[src/rtl/bm_pack_if.sv]
// Buffer-read and framed-transmit signals of bm_pack.
// The master side is the packer; the slave side is the bm buffer plus the transmit path.
interface bm_pack_if;
    logic       bm_req;
    logic [7:0] bm_q;
    logic [7:0] tx_data;
    logic       tx_vld;
    logic       tx_eop;

    modport master (output bm_req, input bm_q, output tx_data, output tx_vld, output tx_eop);
    modport slave  (input bm_req, output bm_q, input tx_data, input tx_vld, input tx_eop);
endinterface

[src/rtl/bm_pack.sv]
// bm_pack: on each trigger, pulls PAY_LEN bytes from the bm buffer and frames them as
// sync / sequence / length / payload / checksum on a push-only byte stream.
module bm_pack #(
    parameter int unsigned PAY_LEN = 16,
    parameter int unsigned RD_LAT  = 2,
    parameter logic [7:0]  SYNC0   = 8'hEB,
    parameter logic [7:0]  SYNC1   = 8'h90
) (
    input  logic        clk_sys,
    input  logic        rst_n,
    input  logic        pack_trig,
    bm_pack_if.master   bus,
    output logic        busy,
    output logic [15:0] seq_num,
    output logic [7:0]  drop_cnt
);
    typedef enum logic [2:0] {IDLE, SYNC_A, SYNC_B, SEQ_H, SEQ_L, LEN, PAY, CHK} state_e;

    localparam logic [7:0] LEN_B = 8'(PAY_LEN);

    state_e            state_q, state_d;
    logic [RD_LAT-1:0] req_pipe_q, req_pipe_d;
    logic [7:0]        req_cnt_q, req_cnt_d;
    logic [7:0]        pay_cnt_q, pay_cnt_d;
    logic [7:0]        sum_q, sum_d;
    logic [7:0]        tx_data_q, tx_data_d;
    logic              tx_vld_q, tx_vld_d;
    logic              tx_eop_q, tx_eop_d;
    logic              busy_q, busy_d;
    logic [15:0]       seq_num_q, seq_num_d;
    logic [7:0]        drop_cnt_q, drop_cnt_d;
    logic              req_now;
    logic              cap_vld;

    // Stage 0 of the request pipe is bm_req itself; the last stage marks the cycle bm_q is valid.
    assign cap_vld = req_pipe_q[RD_LAT-1];

    // NOTE: every variable is given a default before the case so no path leaves one unassigned (no latches).
    always_comb begin
        state_d    = state_q;
        req_cnt_d  = req_cnt_q;
        pay_cnt_d  = pay_cnt_q;
        sum_d      = sum_q;
        tx_data_d  = tx_data_q;
        tx_vld_d   = 1'b0;
        tx_eop_d   = 1'b0;
        busy_d     = (state_q != IDLE);
        seq_num_d  = seq_num_q;
        drop_cnt_d = drop_cnt_q;
        req_now    = 1'b0;

        if (pack_trig && (state_q != IDLE) && (drop_cnt_q != 8'hFF)) begin
            drop_cnt_d = drop_cnt_q + 8'd1;
        end

        unique case (state_q)
            IDLE: begin
                if (pack_trig) begin
                    state_d   = SYNC_A;
                    req_cnt_d = 8'd0;
                    pay_cnt_d = 8'd0;
                    sum_d     = 8'd0;
                end
            end
            SYNC_A: begin
                tx_data_d = SYNC0;
                tx_vld_d  = 1'b1;
                state_d   = SYNC_B;
            end
            SYNC_B: begin
                tx_data_d = SYNC1;
                tx_vld_d  = 1'b1;
                state_d   = SEQ_H;
            end
            SEQ_H: begin
                tx_data_d = seq_num_q[15:8];
                tx_vld_d  = 1'b1;
                sum_d     = sum_q + seq_num_q[15:8];
                state_d   = SEQ_L;
            end
            SEQ_L: begin
                tx_data_d = seq_num_q[7:0];
                tx_vld_d  = 1'b1;
                sum_d     = sum_q + seq_num_q[7:0];
                state_d   = LEN;
            end
            LEN: begin
                tx_data_d = LEN_B;
                tx_vld_d  = 1'b1;
                sum_d     = sum_q + LEN_B;
                state_d   = PAY;
            end
            PAY: begin
                // Requests stop after PAY_LEN cycles even though captures are still in flight.
                if (req_cnt_q != LEN_B) begin
                    req_now   = 1'b1;
                    req_cnt_d = req_cnt_q + 8'd1;
                end
                if (cap_vld) begin
                    tx_data_d = bus.bm_q;
                    tx_vld_d  = 1'b1;
                    sum_d     = sum_q + bus.bm_q;
                    pay_cnt_d = pay_cnt_q + 8'd1;
                    if (pay_cnt_q == LEN_B - 8'd1) begin
                        state_d = CHK;
                    end
                end
            end
            CHK: begin
                tx_data_d = 8'h00 - sum_q;
                tx_vld_d  = 1'b1;
                tx_eop_d  = 1'b1;
                seq_num_d = seq_num_q + 16'd1;
                state_d   = IDLE;
            end
        endcase

        req_pipe_d = (req_pipe_q << 1) | RD_LAT'(req_now);
    end

    // NOTE: sequential state uses non-blocking assignments so every flop samples pre-edge values.
    always_ff @(posedge clk_sys or negedge rst_n) begin
        if (!rst_n) begin
            state_q    <= IDLE;
            req_pipe_q <= '0;
            req_cnt_q  <= 8'd0;
            pay_cnt_q  <= 8'd0;
            sum_q      <= 8'd0;
            tx_data_q  <= 8'd0;
            tx_vld_q   <= 1'b0;
            tx_eop_q   <= 1'b0;
            busy_q     <= 1'b0;
            seq_num_q  <= 16'd0;
            drop_cnt_q <= 8'd0;
        end else begin
            state_q    <= state_d;
            req_pipe_q <= req_pipe_d;
            req_cnt_q  <= req_cnt_d;
            pay_cnt_q  <= pay_cnt_d;
            sum_q      <= sum_d;
            tx_data_q  <= tx_data_d;
            tx_vld_q   <= tx_vld_d;
            tx_eop_q   <= tx_eop_d;
            busy_q     <= busy_d;
            seq_num_q  <= seq_num_d;
            drop_cnt_q <= drop_cnt_d;
        end
    end

    assign bus.bm_req  = req_pipe_q[0];
    assign bus.tx_data = tx_data_q;
    assign bus.tx_vld  = tx_vld_q;
    assign bus.tx_eop  = tx_eop_q;
    assign busy        = busy_q;
    assign seq_num     = seq_num_q;
    assign drop_cnt    = drop_cnt_q;
endmodule

[src/flat_wrapper.sv]
// flat-port wrapper written by rule: the top's interface ports become plain ports
module bm_pack_flat 
#(
    parameter int unsigned PAY_LEN = 16,
    parameter int unsigned RD_LAT  = 2,
    parameter logic [7:0]  SYNC0   = 8'hEB,
    parameter logic [7:0]  SYNC1   = 8'h90
)
  (clk_sys, rst_n, pack_trig, busy, seq_num, drop_cnt, bus_bm_req, bus_bm_q, bus_tx_data, bus_tx_vld, bus_tx_eop);
  bm_pack_if bus_i ();
  input  logic clk_sys;
  input  logic rst_n;
  input  logic pack_trig;
  output logic busy;
  output logic [15:0] seq_num;
  output logic [7:0] drop_cnt;
  output wire logic [$bits(bus_i.bm_req)-1:0] bus_bm_req;
  input wire logic [$bits(bus_i.bm_q)-1:0] bus_bm_q;
  output wire logic [$bits(bus_i.tx_data)-1:0] bus_tx_data;
  output wire logic [$bits(bus_i.tx_vld)-1:0] bus_tx_vld;
  output wire logic [$bits(bus_i.tx_eop)-1:0] bus_tx_eop;
  assign bus_bm_req = bus_i.bm_req;
  assign bus_i.bm_q = bus_bm_q;
  assign bus_tx_data = bus_i.tx_data;
  assign bus_tx_vld = bus_i.tx_vld;
  assign bus_tx_eop = bus_i.tx_eop;
  bm_pack #(.PAY_LEN(PAY_LEN), .RD_LAT(RD_LAT), .SYNC0(SYNC0), .SYNC1(SYNC1)) u_core (.clk_sys(clk_sys), .rst_n(rst_n), .pack_trig(pack_trig), .bus(bus_i), .busy(busy), .seq_num(seq_num), .drop_cnt(drop_cnt));
endmodule
[config.mk]
export PLATFORM = sky130hd
export DESIGN_NAME = bm_pack_flat
export DESIGN_NICKNAME = d
export VERILOG_FILES = /design/src/rtl/bm_pack_if.sv /design/src/rtl/bm_pack.sv /design/src/flat_wrapper.sv
export SDC_FILE = /design/constraint.sdc
export NUM_CORES = 1
export LEC_CHECK = 0
export ABC_AREA = 1
export BUFFER_PORTS_ARGS = -buffer_cell sky130_fd_sc_hd__buf_4
export CORE_MARGIN = 2
export CORE_UTILIZATION = 63
export CTS_CLUSTER_SIZE = 14
export DETAILED_ROUTE_END_ITERATION = 6
export GPL_TIMING_DRIVEN = 0
export PLACE_DENSITY_LB_ADDON = 0.12
export SYNTH_ARGS = -nofsm -noshare
export SYNTH_HDL_FRONTEND = slang
export SYNTH_SLANG_ARGS = --single-unit
[constraint.sdc]
create_clock -name clk_sys -period 4.7 [get_ports clk_sys]
set_input_delay 0.235 -clock clk_sys [delete_from_list [all_inputs] [get_ports clk_sys]]
set_output_delay 0.235 -clock clk_sys [all_outputs]
set_load 0.05 [all_outputs]
==> results of run 1 <==
==> metrics by stage <==
stage          hold WS [ns]  cell area [um2]  instances  util [%]  power [W]
3_5_place_dp          0.374             4350        617      73.0    0.00131
6_report              0.330             4560        634      76.5    0.00178
5_1_grt               0.392             4560        634      76.5    0.00189
4_1_cts               0.310             4560        634      76.5    0.00178
3_3_place_gp          0.371             4350        617      73.0    0.00128
2_1_floorplan       -0.0606             3910        496         -    0.00113
==> Yosys cell counts (all sizes together) <==
| cell type | count |
|---|---|
| xor2 | 20 |
| nand4 | 14 |
| nor4 | 2 |
| a221oi | 2 |
| nor2 | 41 |
| a211oi | 1 |
| nor3b | 1 |
| nand3 | 34 |
| dfrtp | 64 |
| o21ai | 30 |
| or2 | 2 |
| a21oi | 18 |
| ha | 21 |
| xnor2 | 10 |
| nand3b | 1 |
| o221ai | 1 |
| a31oi | 2 |
| o31ai | 4 |
| nor3 | 11 |
| inv | 76 |
| clkbuf | 1 |
| a22o | 1 |
| o211ai | 1 |
| buf | 4 |
| fa | 1 |
| o22ai | 4 |
| nand2 | 125 |
| o21bai | 4 |
==> registers in the layout, indices dropped and copies added, names as in the netlist <==
| signal | flops |
|---|---|
| u_core.seq_num | 16 |
| u_core.drop_cnt | 8 |
| u_core.pay_cnt_q | 8 |
| u_core.req_pipe_q | 2 |
| u_core.bus.tx_eop | 1 |
| u_core.bus.tx_data | 8 |
| u_core.bus.tx_vld | 1 |
| u_core.state_q | 3 |
| u_core.busy | 1 |
| u_core.sum_q | 8 |
| u_core.req_cnt_q | 8 |
==> kinds of logic (layout without fill, tap and decap cells) <==
group	after synthesis	count (layout)	share of synthesized area [%]
DFF	64	64	41.0
and+or+nand+nor	231	231	26.7
AOI/OAI and AO/OA	68	68	10.1
xor gates and xnor gates	30	30	6.72
adders and majority gates	22	22	7.23
buffers and inverters	81	144	8.23
==> area by class of cell <==
class | instances | share of cell area, %
inverters | 76 | 6.26
well taps | 75 | 2.06
flip-flops and latches | 64 | 35.2
plain buffers | 5 | 0.796
clock inverters | 5 | 1.24
clock buffers | 11 | 3.10
repair buffers | 47 | 7.80
multi-input cells | 351 | 43.6
==> power breakdown <==
group | switching, W | internal (W)
combinational | 0.000380 | 0.000212
clock | 0.000215 | 0.000258
sequential | 0.000103 | 0.000616
total | 0.000697 | 0.00109
==> worst max-delay path: cells and delay by family, from the launching register on <==
family / cells / cell delay, ns
flops: 1 / 0.42
buf+inv: 3 / 0.35
fa+ha+maj: 3 / 0.92
compound gates: 5 / 0.72
simple gates: 5 / 0.44
==> worst max-delay path by stage <==
stage / end / slack [ns]
2_1_floorplan: u_core.sum_q[4] / 2.19
3_3_place_gp: u_core.sum_q[4] / 1.81
3_5_place_dp: u_core.sum_q[4] / 1.77
4_1_cts: u_core.sum_q[4] / 1.76
5_1_grt: u_core.sum_q[4] / 1.52
6_report: u_core.sum_q[4] / 1.73
==> per-layer routing <==
| layer | up-vias | GRT usage, % | wire length [um] |
|---|---|---|---|
| li1 | 1729 | - | - |
| met1 | 1658 | 41.3 | 4310 |
| met2 | 127 | 46.2 | 4390 |
| met3 | 25 | 5.11 | 510 |
| met4 | 0 | 13.3 | 210 |
| met5 | - | 0 | 0 |
==> timing repair <==
item | 4_1_cts | 5_1_grt
hold endpoints to repair | 1 | 0
gates resized for setup | 0 | 0
hold buffers | 1 | 0
endpoints found under the setup margin | 0 | 0
==> results.toml, run 1 <==
[finish]
synthToLayoutAreaGrowth_pct = 16.5
drive_gt1_share_pct = 15.9
final_common_cell = "nand2_1"
antenna_cells = 0
fillers = 444
layout_common_cells = "nand2_1, inv_1, dfrtp_1, buf_4, nor2_1"
multiInputGateArea_um2 = 1990
seq_area_um2 = 1600
fin_nets = 587

[clock_tree]
clk_pin_slew_ns = 0.07
cts-htree-levels = 3
clk_latency_ns = 0.34
post_cts_buffers = 0
cts.sink_count = 64
cts_tree = "done"
cts_buffers = 9
clockRootBuffer = "clkbuf_8"
clockBufferDepth = 2

[logic_synthesis]
yosys_warnings = 0
synthCells = 496
yosys.area.top_type = "dfrtp_1"
yosys.area.top_type_share_pct = 41.0
netlist_area_um2 = 3910
syn_area_per_cell_um2 = 7.88
synthTopCellsByArea = "dfrtp_1, nand2_1, ha_1"
ys_seq_elements = 64
syn_nets = 529
ys_seq_area_share_pct = 41.0
ys_types = 37

[placed_design]
port_buffers = 46
dp.final_hpwl_mm = 6.88
dpl_worst_slack_ns = 1.77
gp_congestion = 0.916

[worst_setup_path]
cp.arrival_ns = 3.19
crit_fanout = 10
crit_required_ns = 4.92
crit_chain = "inv_1 > ha_1 > nand2_4 > inv_1 > buf_2 > nand2_1 > o21ai_0 > o21bai_1 > ha_1 > fa_1 > nand3_1 > nand2_1 > o21ai_0 > o21ai_0 > nand2_1 > o21ai_0"
timing.rr.end = "u_core.sum_q[4]"
rr_startpoint = "u_core.state_q[0]"
critPathLaunchType = "register"
rrSetupSlack_ns = 1.73
rr_worst_depth = 16
slowest_delay_ns = 0.43
cp-startpoint = "u_core.state_q[0]"
worstSetupPathType = "register to register"
crit_top_cell = "o21ai_0"
worstSetupEndpointType = "register"
critPathSlowestCell = "fa_1"

[route]
via_count = 3539
drc = 0
dr.pass1.iters = 5
drtIter0Drc = 227
wire_per_inst_um = 14.9
postRouteAntennaNets = 0
wirelength_mm = 9.42
viasPerCell = 5.58

[timing]
period_share_pct = 63.1
period_needed_ns = 2.97
slew_viol_final = 0
fin_skew_ns = 0.00398
fin_setup_tns_ns = 0
setup_slack_ns = 1.73
tightest_slew_ns = 0.798
finalHoldViolCount = 0
rsz0062_at_grt = "no"
setup_violations = 0
fmax_mhz = 337
relSlewSlack_pct = 46.8

[outcome]
status = "completed"

[floorplanning]
ios = 47
die-area_um2 = 6850
die_width_um = 82.8
start_util_pct = 65.6
core_um2 = 5960
num_rows = 28
die_h_um = 82.8

[flow_run]
max_cap_viol_count = 0

[power_and_ir_drop]
leakagePower_nw = 2.39
max-vdd-ir-drop_uv = 448
p_per_area_nw_per_um2 = 391

[global_route]
gr-total-overflow = 0
grt_antenna_before_repair = 0
grt_pass1_wl_mm = 15.1
grt_start_max_net_pins = 65
grt_pass1_vias = 3230
grt_usage_pct = 29.9

[hold_path]
hold_end = "u_core.bus.tx_data[5]"
worstHoldStart = "bus_bm_q[5]"
whs_path_depth = 5
hp-class = "primary input to register"
Power figures use the tool's default switching activity.
==> inputs of run 2 (changes only) <==
--- a/config.mk
+++ b/config.mk
@@ -5,10 +5,10 @@
 export SDC_FILE = /design/constraint.sdc
 export NUM_CORES = 1
 export LEC_CHECK = 0
-export ABC_AREA = 1
+export ABC_AREA = 0
 export BUFFER_PORTS_ARGS = -buffer_cell sky130_fd_sc_hd__buf_4
 export CORE_MARGIN = 2
-export CORE_UTILIZATION = 63
+export CORE_UTILIZATION = 58
 export CTS_CLUSTER_SIZE = 14
 export DETAILED_ROUTE_END_ITERATION = 6
 export GPL_TIMING_DRIVEN = 0
==> constraint.sdc (replaced) <==
create_clock -name clk_sys -period 3.01 [get_ports clk_sys]
set_input_delay 0.1505 -clock clk_sys [delete_from_list [all_inputs] [get_ports clk_sys]]
set_output_delay 0.1505 -clock clk_sys [all_outputs]
set_load 0.05 [all_outputs]
==> run 2 against run 1 <==
- power up 57%
- setup slack worse by 1.6 ns
- largest power group unchanged
- worst hold slack worse by 0.094 ns
- critical path type unchanged
- sequential share of layout area up 1.6 points
- synthesized cell count down 22%
- global-route usage down 4.8 points
- sequential cell count unchanged
- combinational power up 71%
==> results.toml, run 2 <==
[finish]
fin_cells = 524
layout_common_cells = "dfrtp_1, nand2_1, buf_4, nor2_1, a21oi_1"
final_common_cell = "dfrtp_1"
largest_reg_flops = 16
fin_nets = 475
antenna_cells = 0
fin_util_pct = 69.4
drive_gt1_share_pct = 19.7
fillers = 492
synthToLayoutAreaGrowth_pct = 17.7
multiInputGateArea_um2 = 2000
seq_area_um2 = 1600
final_area_um2 = 4360

[route]
wirelength_mm = 8.47
postRouteAntennaNets = 0
drtIter0Drc = 175
wire_per_inst_um = 16.2
via_count = 3029
drc = 0
viasPerCell = 5.78
dr.pass1.iters = 5

[logic_synthesis]
syn_area_per_cell_um2 = 9.62
synthXorXnorAreaFrac_pct = 11.1
netlist_area_um2 = 3700
synth_top_family_by_area = "simple AND/OR/NAND/NOR gates"
yosys.area.top_type_share_pct = 43.3
synth_common_cells = "dfrtp_1, nand2_1, nor2_1"
ys_seq_area_share_pct = 43.3
syn_nets = 418
muxShareOfSynthArea_pct = 2.64
yosys.area.top_type = "dfrtp_1"
synth-simple-area-share_pct = 17.5
ys_seq_elements = 64
synth-compound-area-share_pct = 14.2
synthCells = 385
yosys_warnings = 0
synth-edff-count = 0
synthArstFlopShare_pct = 100
yosysMostFrequentCell = "dfrtp_1"
synthFlopType = "dfrtp_1"
ys_types = 55
synthTopCellsByArea = "dfrtp_1, ha_1, xor2_1"
synth_fa_ha_area_share_pct = 7.64

[global_route]
grt_antenna_before_repair = 0
grt_pass1_wl_mm = 13.9
grt_start_max_net_pins = 65
gr-total-overflow = 0
grt_pass1_vias = 2862
grt_usage_pct = 25.1

[timing]
relSlewSlack_pct = 46.1
fmax_mhz = 350
finalHoldViolCount = 0
fin_skew_ns = 0.00828
fin_setup_tns_ns = 0
period_share_pct = 95.1
rsz0062_at_grt = "no"
tightest_slew_ns = 0.809
slew_viol_final = 0
period_needed_ns = 2.86
setup_violations = 0

[clock_tree]
clockRootBuffer = "clkbuf_8"
clk_pin_slew_ns = 0.07
cts_buffers = 9
clockBufferDepth = 2
cts_tree = "done"
cts.sink_count = 64
cts-htree-levels = 3
clk_latency_ns = 0.36

[floorplanning]
core_um2 = 6280
ios = 47
die_width_um = 83.9
die_h_um = 83.9
die-area_um2 = 7040
num_rows = 29
start_util_pct = 59.0

[worst_setup_path]
worstSetupEndpointType = "register"
cp-startpoint = "u_core.state_q[0]"
crit_required_ns = 3.24
crit_fanout = 9
worstSetupPathType = "register to register"
cp.arrival_ns = 3.09
critPathLaunchType = "register"
rr_startpoint = "u_core.state_q[0]"

[placed_design]
port_buffers = 46
dpl.cell_count = 508
gp_congestion = 0.846
placed_area_um2 = 4140
dp.final_hpwl_mm = 6.19

[hold_path]
worstHoldStart = "bus_bm_q[2]"
hp-class = "primary input to register"

[flow_run]
max_cap_viol_count = 0

[power_and_ir_drop]
leakagePower_nw = 2.09
p_per_area_nw_per_um2 = 644
max-vdd-ir-drop_uv = 653
finalPower_w = 0.00280

[outcome]
status = "completed"
[run 2: final cells by class]
cell class / instances / share of cell area [%]
clock buffer: 9 / 2.84
inverter: 15 / 1.29
sequential: 64 / 36.8
timing repair buffer: 48 / 8.33
buffer: 12 / 1.67
multi-input combinational: 292 / 45.8
clock inverter: 7 / 1.09
tap: 77 / 2.21
[run 2: per-stage QoR]
stage / setup WS, ns / hold slack [ns]
CTS: 0.0578 / 0.222
global route: 0.00375 / 0.250
floorplan: 0.231 / -0.145
detailed placement: -0.142 / 0.298
global placement: -0.123 / 0.291
finish: 0.149 / 0.236
[run 2: metal layers]
layer / track usage (%) / share of wire (%)
met2: 41.7 / 50
met4: 8.94 / 1.6
met1: 32.2 / 44
met3: 5.74 / 4.3
met5: 0 / 0
[run 2: cells by family (layout without fill, tap and decap cells)]
logic type / after synthesis / in the layout
AND/OR/NAND/NOR: 136 / 136
AO/OA/AOI/OAI: 78 / 78
flip-flops: 64 / 64
XOR/XNOR: 47 / 47
buffers and inverters: 29 / 91
adder cells (fa/ha/maj): 22 / 22
multiplexers: 9 / 9
[run 2: critical path, stage by stage, from the launching register on]
cell and delay, ns:
dfrtp_1 0.35, inv_1 0.09, ha_1 0.22, buf_6 0.14
and2_2 0.26, a22o_1 0.29, a21o_1 0.18, ha_2 0.20
fa_2 0.35, nand3_1 0.09, nand2_1 0.09, a31oi_1 0.21
xor2_1 0.18, o21ai_1 0.08
[run 2: final timing paths]
| path | end | slack [ns] | cells after the start |
|---|---|---|---|
| setup / recovery | u_core.sum_q[6] | 0.15 | 13 |
| hold / removal | u_core.bus.tx_data[2] | 0.24 | 4 |
| setup reg to reg | u_core.sum_q[6] | 0.15 | 13 |
| hold reg to reg | u_core.req_pipe_q[1] | 0.41 | 0 |
| max in group asynchronous | u_core.sum_q[2] | 2.05 | 2 |
| min in group asynchronous | u_core.seq_num[6] | 0.42 | 2 |
[run 2: what timing repair did]
action	CTS	global route
pin swaps	1	2
hold endpoints to repair	64	0
hold buffers	1	0
gates cloned	0	0
setup endpoints to repair	4	3
resized for setup	3	6
buffers inserted	1	0
[run 2: report_power, final]
| group | switching (W) | internal [W] |
|---|---|---|
| logic | 0.000574 | 0.000437 |
| registers | 0.000160 | 0.000972 |
| clock network | 0.000363 | 0.000298 |
| total | 0.00110 | 0.00171 |
==> inputs of run 3 (changes only) <==
==> constraint.sdc (replaced) <==
create_clock -name clk_sys -period 3.1 [get_ports clk_sys]
set_input_delay 0.155 -clock clk_sys [delete_from_list [all_inputs] [get_ports clk_sys]]
set_output_delay 0.155 -clock clk_sys [all_outputs]
set_load 0.05 [all_outputs]
==> run 3 against run 2 <==
- setup slack improved by 0.023 ns
- sequential cell count did not move
- power fell by 2.9%
- register-to-register slack improved by 0.02 ns
- die area did not move
- critical path type unchanged
- highest routed layer unchanged
==> results.toml, run 3 (same netlist as run 2, synthesis figures left out) <==
[outcome]
status = "completed"

[route]
viasPerCell = 5.74
dr.pass1.iters = 5
drc = 0
wirelength_mm = 8.46
wire_per_inst_um = 16.1
postRouteAntennaNets = 0
drtIter0Drc = 189
via_count = 3011

[clock_tree]
clockRootBuffer = "clkbuf_8"
cts.sink_count = 64
clockBufferDepth = 2
clk_latency_ns = 0.36
cts-htree-levels = 3
clk_pin_slew_ns = 0.07
cts_tree = "done"
cts_buffers = 9

[finish]
layout_common_cells = "dfrtp_1, buf_4, nand2_1, nor2_1, a21oi_1"
fin_util_pct = 69.3
largest_reg_flops = 16
fin_nets = 476
final_common_cell = "dfrtp_1"
antenna_cells = 0
fillers = 495
drive_gt1_share_pct = 19.6
synthToLayoutAreaGrowth_pct = 17.6

[timing]
period_share_pct = 94.4
tightest_slew_ns = 0.814
fin_skew_ns = 0.00805
whs_ns = 0.243
relSlewSlack_pct = 45.7
period_needed_ns = 2.93
fmax_mhz = 342
rsz0062_at_grt = "no"
slew_viol_final = 0
setup_violations = 0
finalHoldViolCount = 0

[flow_run]
max_cap_viol_count = 0

[power_and_ir_drop]
p_per_area_nw_per_um2 = 625
leakagePower_nw = 2.09
max-vdd-ir-drop_uv = 634

[worst_setup_path]
crit_top_cell = "ha_2"
cp.arrival_ns = 3.16
worstSetupPathType = "register to register"
slowest_delay_ns = 0.41
critPathSlowestCell = "dfrtp_1"
crit_required_ns = 3.33
worstSetupEndpointType = "register"
critPathLaunchType = "register"
rr_worst_depth = 14
crit_chain = "inv_1 > ha_2 > buf_4 > and2_1 > buf_2 > a22o_1 > a21o_1 > ha_2 > fa_2 > nand3_1 > nand2_1 > a31oi_1 > xor2_1 > o21ai_1"
crit_fanout = 10

[placed_design]
port_buffers = 46
gp_congestion = 0.846
dp.final_hpwl_mm = 6.19

[global_route]
grt_pass1_wl_mm = 13.9
grt_pass1_vias = 2881
gr-total-overflow = 0
grt_antenna_before_repair = 0
grt_usage_pct = 25.2
grt_start_max_net_pins = 65

[floorplanning]
core_um2 = 6280
num_rows = 29
die_h_um = 83.9
die_width_um = 83.9
ios = 47
start_util_pct = 59.0
die-area_um2 = 7040

[hold_path]
whs_path_depth = 4
hp-class = "primary input to register"
-- run 3: final cells by class --
cell class	instances	area, um2	area share, %
inverter	15	56.3	1.29
multi-input combinational	292	1980	45.6
tap	77	96.3	2.21
timing repair buffer	48	363	8.34
clock buffer	9	124	2.85
buffer	13	80.1	1.84
sequential	64	1600	36.8
clock inverter	7	47.5	1.09
-- run 3: routing by layer --
metal  GRT usage (%)  up-vias  routed length, um
li1                -     1458                  -
met1            32.3     1467               3710
met2            41.6       71               4230
met3            5.84       15                374
met4            9.38        0                148
met5               0        -                  0
-- run 3: worst paths after layout --
| check | startpoint | to | slack [ns] |
|---|---|---|---|
| setup / recovery | u_core.state_q[1] | u_core.sum_q[6] | 0.17 |
| hold / removal | bus_bm_q[2] | u_core.bus.tx_data[2] | 0.24 |
| setup reg to reg | u_core.state_q[1] | u_core.sum_q[6] | 0.17 |
| hold reg to reg | u_core.req_pipe_q[0] | u_core.req_pipe_q[1] | 0.41 |
| max in group asynchronous | rst_n | u_core.sum_q[2] | 2.14 |
| min in group asynchronous | rst_n | u_core.seq_num[6] | 0.43 |
-- run 3: power breakdown --
part / total (W) / switching (W) / internal (W)
Combinational: 0.000982 / 0.000557 / 0.000425
Clock: 0.000643 / 0.000354 / 0.000289
Sequential: 0.00110 / 0.000155 / 0.000943
-- run 3: per-stage QoR --
stage	setup TNS, ns	setup slack (ns)	area (um2)	total power [W]	instances
final	0	0.172	4350	0.00272	525
after global routing	0	0.0145	4350	0.00289	525
after CTS	0	0.0359	4330	0.00272	524
after detailed placement	-0.0521	-0.0521	4140	0.00206	508
after global placement	-0.0331	-0.0331	4140	0.00204	508
after floorplan	0	0.321	3700	0.00182	385
-- run 3: timing repair --
item,CTS,global route
setup buffers,0,1
gates resized for setup,3,6
hold buffers,1,0
hold endpoints to repair,64,0
cloned,0,0
pin swaps,1,2
endpoints found under the setup margin,2,4
-- run 3: worst max-delay path: cells and delay by family, from the launching register on --
kind | cells | cell delay, ns
compound gates | 4 | 0.69
xor+xnor | 1 | 0.18
fa+ha+maj | 3 | 0.77
buf+inv | 3 | 0.43
flops | 1 | 0.41
simple gates | 3 | 0.31
